`config.mk`:
```
export PLATFORM = sky130hd
export DESIGN_NAME = conv2_sched
export DESIGN_NICKNAME = d
export VERILOG_FILES = /design/src/rtl/conv2_sched.sv
export SDC_FILE = /design/constraint.sdc
export NUM_CORES = 1
export LEC_CHECK = 0
export CORE_MARGIN = 4
export CORE_UTILIZATION = 53
export DETAILED_ROUTE_END_ITERATION = 8
export PLACE_DENSITY = 0.79
export RECOVER_POWER = 100
export SETUP_SLACK_MARGIN = 0.1
export SLEW_MARGIN = 20
export SYNTH_ARGS = -nofsm -noshare
export SYNTH_HDL_FRONTEND = slang
export SYNTH_SLANG_ARGS = --single-unit
export TNS_END_PERCENT = 10
```
`constraint.sdc`:
```
create_clock -name clk -period 2.55 [get_ports clk]
set_clock_uncertainty 0.1 [all_clocks]
set_input_delay 0.765 -clock clk [delete_from_list [all_inputs] [get_ports clk]]
set_output_delay 0.765 -clock clk [all_outputs]
set_load 0.05 [all_outputs]
```
`src/rtl/conv2_sched.sv`:
```
// conv2_sched: weight-load and credit-throttled raster window scheduler for a KxK stride-1 convolution pass.
module conv2_sched #(
  parameter int IMG_H   = 8,
  parameter int IMG_W   = 8,
  parameter int K       = 3,
  parameter int N_IN    = 16,
  parameter int OUT_CH  = 32,
  parameter int CREDITS = 4,
  localparam int NUM_W  = OUT_CH * N_IN * K * K,
  localparam int AW     = $clog2(NUM_W),
  localparam int RW     = $clog2(IMG_H),
  localparam int CW     = $clog2(IMG_W)
) (
  input  logic          clk,
  input  logic          rst,
  input  logic          start,
  input  logic          skip_wload,
  input  logic          abort,
  output logic          wld_valid,
  output logic [AW-1:0] wld_addr,
  input  logic          wld_ready,
  output logic [RW-1:0] win_row,
  output logic [CW-1:0] win_col,
  output logic          window_valid,
  input  logic          res_consumed,
  output logic          busy,
  output logic          done
);
  localparam int CRW = $clog2(CREDITS + 1);
  localparam logic [AW-1:0]  A_LAST = AW'(NUM_W - 1);
  localparam logic [RW-1:0]  R_LAST = RW'(IMG_H - K);
  localparam logic [CW-1:0]  C_LAST = CW'(IMG_W - K);
  localparam logic [CRW-1:0] C_FULL = CRW'(CREDITS);
  typedef enum logic [2:0] {IDLE, LOAD, RUN, DRAIN, DONE} state_t;
  state_t         state;
  logic [CRW-1:0] credits, cr_n;
  logic [CRW:0]   sum;
  logic           hs, last_win;
  // window_valid is the registered issue strobe, so it doubles as the credit debit
  always_comb begin
    hs       = wld_valid && wld_ready;
    last_win = win_row == R_LAST && win_col == C_LAST;
    sum      = {1'b0, credits} + {{CRW{1'b0}}, res_consumed} - {{CRW{1'b0}}, window_valid};
    cr_n     = sum > {1'b0, C_FULL} ? C_FULL : sum[CRW-1:0];
  end
  always_ff @(posedge clk or posedge rst) begin
    if (rst) begin
      state        <= IDLE;
      busy         <= 1'b0;
      done         <= 1'b0;
      wld_valid    <= 1'b0;
      wld_addr     <= '0;
      window_valid <= 1'b0;
      win_row      <= '0;
      win_col      <= '0;
      credits      <= C_FULL;
    end else begin
      done <= 1'b0;
      if (abort && state != IDLE) begin
        state        <= IDLE;
        busy         <= 1'b0;
        wld_valid    <= 1'b0;
        wld_addr     <= '0;
        window_valid <= 1'b0;
        win_row      <= '0;
        win_col      <= '0;
        credits      <= C_FULL;
      end else begin
        case (state)
          IDLE: if (start) begin
            state        <= skip_wload ? RUN : LOAD;
            busy         <= 1'b1;
            wld_valid    <= !skip_wload;
            window_valid <= skip_wload;
            credits      <= C_FULL;
          end
          LOAD: if (hs) begin
            if (wld_addr == A_LAST) begin
              state        <= RUN;
              wld_valid    <= 1'b0;
              wld_addr     <= '0;
              window_valid <= 1'b1;
              credits      <= C_FULL;
            end else wld_addr <= wld_addr + AW'(1);
          end
          RUN: begin
            credits      <= cr_n;
            window_valid <= !(window_valid && last_win) && cr_n != '0;
            if (window_valid) begin
              if (last_win) begin
                state   <= DRAIN;
                win_row <= '0;
                win_col <= '0;
              end else if (win_col == C_LAST) begin
                win_col <= '0;
                win_row <= win_row + RW'(1);
              end else win_col <= win_col + CW'(1);
            end
          end
          DRAIN: begin
            credits <= cr_n;
            if (credits == C_FULL) begin
              state <= DONE;
              done  <= 1'b1;
            end
          end
          default: begin
            state <= IDLE;
            busy  <= 1'b0;
          end
        endcase
      end
    end
  end
endmodule

```
Word-level counts from Yosys, hierarchy flattened. Index checks and enable logic that the tools add are counted.

Register bits: 29. Input port bits: 7. Logic and storage cells: 102.

$lt $le $gt $ge: 1. $add $sub $neg: 5. Muxes and demuxes: 45. Reduce and logical (&&, ||, !) cells: 28. Equality and inequality tests: 14.

Operators with widths (number): $mux W3 (22); $mux W13 (4); $ne A3 B3 Y1 const B (6); $add A13 B1 Y13 const B (1); $eq A13 B13 Y1 const B (1); $mux W1 (13); $pmux W3 S4 (1); $reduce_and A4 Y1 (3); $reduce_bool A3 Y1 (4); $eq A3 B3 Y1 const B (3); $pmux W3 S3 (1); $reduce_bool A2 Y1 (4); $reduce_bool A4 Y1 (2); $add A3 B1 Y3 const B (2); $eq A3 B2 Y1 const B (2); $reduce_and A2 Y1 (3); $reduce_and A6 Y1 (1); $logic_and A1 B1 Y1 (5); $add A3 B1 Y4 (1); $gt A4 B3 Y1 const B (1); $pmux W1 S2 (2); $sub A4 B1 Y4 (1); $eq A3 B1 Y1 const B (1); $logic_not A3 Y1 (1); 7 further kinds (8).

Longest topological paths before layout.
Depth in word-level cells: 8. Mapped depth: 11. Mapped depth without buffers: 11.

Least setup slack after synthesis. Ideal clock, no wire load.

Kind: flip-flop to flip-flop. From: register window_valid. To: register credits[2]. Slack: 0.038 ns. Data arrival time: 2.339 ns. Library setup time: 0.073 ns. Cell stages (with the launch flop): 10. Cells stage by stage: dfrtp_1 > ha_1 > inv_1 > ha_1 > inv_1 > fa_1 > xnor2_1 > and4b_1 > o21ai_0 > a21boi_1.

Cells in the longest elaborated chain, start to end: 5.

RTL lines: start: declaration (RTL line 24) `output logic window_valid,`; start signal: assignment (RTL line 74) `window_valid <= skip_wload;`; $sub A4 B1 Y4 (*) (RTL line 43) `sum = {1'b0, credits} + {{CRW{1'b0}}, res_consumed} - {{CRW{1'b0}}, window_valid};`; $gt A4 B3 Y1 (RTL line 44) `cr_n = sum > {1'b0, C_FULL} ? C_FULL : sum[CRW-1:0];`; $mux W3 (*) (RTL line 44); $pmux W3 S3 (*) (RTL line 69) `case (state)`; $mux W3 (*) (RTL line 59) `if (abort && state != IDLE) begin`; end signal: assignment (RTL line 87) `credits <= cr_n;`; end signal: assignment (RTL line 101) `credits <= cr_n;`; end: declaration (RTL line 36) `logic [CRW-1:0] credits, cr_n;`.

Mark *: on every way between the ends. The rest lies on a longest branch, timed or not. A chain may end at the register's enable or synchronous reset.

Worst setup path in the final report.
From: input port res_consumed. To: register window_valid.

Cells in the longest elaborated chain, start to end: 8.

RTL lines: start: declaration (RTL line 25) `input logic res_consumed,`; $add A3 B1 Y4 (*) (RTL line 43); $sub A4 B1 Y4 (*) (RTL line 43); $gt A4 B3 Y1 (RTL line 44); $mux W3 (*) (RTL line 44); $reduce_bool A3 Y1 (*) (RTL line 88) `window_valid <= !(window_valid && last_win) && cr_n != '0;`; $logic_and A1 B1 Y1 (*) (RTL line 88); $pmux W1 S3 (*) (RTL line 69); $mux W1 (*) (RTL line 59).

Marks and branches as above.

==> summary.txt <==
status: completed
RSZ-0062 raised after global routing: yes
Hold Startpoint: wld_addr[8]$_DFFE_PP0P_
endpoints failing setup: 0
crit end category: flip-flop
Arr. time, crit path: 2.60 ns
worst setup path endpoint: window_valid$_DFFE_PP0P_
Crit path max-delay family: buffers and inverters
Distinct cells, synth: 55
Placed Area: 0.002200 mm^2
total gr overflow: 0
largest net degree at the start of global routing: 30
Yosys top cell area share: 38.38%
Chip Height: 66.69 um
fin crit share: 97.40%
met2 usage: 28.22%
Synth Cell Area: 0.001826 mm^2
initial core utilization: 54.71%
maximum vdd ir drop: 452.1 uV
FILL cells: 308
crit path buf inv count: 2
initial antenna violation count: 0
met1 usage: 26.39%
actual slew at the worst max-slew pin: 0.8189 ns
nets: 254
drt first-iter violations: 131
Max-slew headroom: 44.91%
CTS Buf Count: 5
cell taking the most area after synthesis: dfrtp_1
root buffer cell: clkbuf_4
global routing usage on met3: 5.734%
Post-synth EDFFs: 0
Clock Sinks: 29
num rows: 21
GPL Wtd Cong: 0.8734
Antenna diodes: 0
max-capacitance violation count: 0
Static Leak: 0.9268 nW
minimum clock period: 2.484 ns
layout cells sized above 1: 12.92%
H-tree lvl count: 2
Die X: 66.69 um
first-pass GRT wire length: 6437 um
design area: 0.002117 mm^2
FF+latch area: 728.2 um^2
via count: 1,593
syn_nets: 212
Startpoint Class: primary input
Worst R2R End: wld_valid$_DFFE_PP0P_
CTS tree: built
number of synthesized register bits: 29
top cells by area, synth: dfrtp_1 38%, nor2_1 5.3%, ha_1 4.8%
vias per inst: 5.570
crit-path max cell delay: 0.46 ns
TritonRoute pass-1 iters: 4
Area Overhead vs Synth: 15.97%
worst setup path start: res_consumed
GR peak layer: met2
synth cell count leaders: 28 x dfrtp_1, 26 x nor2_1, 16 x inv_1
final-report hold violation count: 0
Reg2Reg Depth: 5
Max Buffers Root-to-Sink: 2
I/O pins: 30
Hold Crit Class: reg -> reg
maximum net fanout on the critical path: 2
Clock transition at path regs: 0.09 ns
Mapped Cells: 197
DPL Wire Length: 2795 um
YS warnings: 0
Worst EP required: 2.67 ns
area of the multi-input gates: 953.4 um^2
latest clock arrival within the worst-skew pair: 0.33 ns
Antenna Violating Nets Remaining: 0
critical path depth: 9
R2R Path Start: wld_addr[9]$_DFFE_PP0P_
Max Transition Viols Final: 0
CP cell instances: clkdlybuf4s50_1 > ha_1 > inv_1 > fa_2 > xnor2_2 > a211oi_1 > o2111ai_1 > nand3_1 > mux2i_1
register area share after synthesis: 39.82%
Setup CP Type: in -> reg
FFs w/ async S/R, synth: 100.0%
DRT Wirelength: 3838 um
slowest library cell on the worst path: clkdlybuf4s50_1
placeable core area: 0.003337 mm^2
final worst slack: 0.06636 ns
DR DRC count: 0
# port buffers: 29
post-DR wirelength/cell: 13.42 um
PD cells: 929.6 mW/mm^2
Mapped Avg Cell Area: 9.267 um^2
gr usage total: 19.12%
vias in the first global route: 1,461
most common cell in the netlist: dfrtp_1
pre-CTS setup slack: -0.3108 ns
commonest register cell after synthesis: dfrtp_1
hold buffers post-CTS: 0
Die ar.: 0.004448 mm^2
Setup Buffers After CTS: 0
FMAX: 0.4026 GHz
r2r setup slk: 0.08 ns
power breakdown:
part / leakage [nW] / switching [W] / internal [W]
Sequential: 0.391 / 0.0000832 / 0.000542
Clock: 0.0326 / 0.000157 / 0.000136
Combinational: 0.503 / 0.000619 / 0.000431
worst min path at each step:
| stage | end | slack [ns] | depth (start not counted) |
|---|---|---|---|
| 6_report | wld_addr[8]$_DFFE_PP0P_ | 0.43 | 1 |
| 5_1_grt | wld_valid$_DFFE_PP0P_ | 0.47 | 1 |
| 4_1_cts | credits[0]$_DFFE_PP0P_ | 0.44 | 1 |
| 3_5_place_dp | credits[0]$_DFFE_PP0P_ | 0.42 | 1 |
| 3_3_place_gp | credits[2]$_DFFE_PP1P_ | 0.42 | 2 |
| 2_1_floorplan | credits[0]$_DFFE_PP0P_ | 0.38 | 1 |
cell type report:
type	instances	area share [%]
Timing Repair Buffer	43	12.23
Multi-Input combinational cell	144	45.04
Inverter	16	2.837
Tap cell	46	2.719
Sequential cell	29	34.40
Clock buffer	8	2.778
repair_timing:
item / in CTS / in global routing
resized for setup: 1 / 22
hold endpoints to repair: 0 / 0
endpoints found under the setup margin: 12 / 23
routing by layer:
layer | wire [um] | vias up | share of wire, %
li1 | - | 793 | -
met1 | 1807 | 754 | 47
met2 | 1772 | 42 | 46
met3 | 210 | 4 | 5.5
met4 | 48 | 0 | 1.3
met5 | 0 | - | 0
kinds of logic (layout without fill, tap and decap cells):
logic type                 after synthesis  in the layout  share of synthesized area (%)
muxes                                    4              4                          2.262
DFF                                     29             29                          39.82
AOI/OAI and AO/OA                       44             44                          16.45
and+or+nand+nor                         81             81                          24.54
adders and majority gates                8              8                          5.894
buffers and inverters                   24             67                          7.676
xor gates and xnor gates                 7              7                          3.359
flip-flops by register name, indices dropped and copies added (netlist names):
name and cells:
window_valid 1, done 1, win_col 3, wld_addr 13
win_row 3, busy 1, credits 3, state 3
wld_valid 1
through the flow:
stage / cells / TNS (ns) / total power (W) / hold slack [ns] / util [%]
floorplan: 197 / 0 / 0.001433 / 0.3787 / -
global placement: 278 / -0.9816 / 0.001667 / 0.4173 / 65.92
detailed placement: 278 / -1.228 / 0.001700 / 0.4176 / 65.92
CTS: 286 / 0 / 0.001997 / 0.4390 / 67.68
global route: 286 / -0.00004419 / 0.002116 / 0.4726 / 63.44
finish: 286 / 0 / 0.001968 / 0.4309 / 63.44
placed cells by master (no fill, tap or decap), drive strengths merged, types with 2 or more instances in the layout:
cell and n:
or4 2, o21ai 12, inv 16, nor2 26, xnor2 7, dfrtp 28, o2bb2ai 2, ha 7
mux2i 3, clkdlybuf4s50 4, nor3 7, buf 8, nor4 3, nand4 4, nor2b 3, clkbuf 33
o211ai 2, nand3 6, nand2 13, o22ai 4, nand2b 2, nor3b 3, o221a 2, a21oi 11
dlygate4sd3 6, and3 3
No activity file was read; power rests on OpenSTA's default activity.
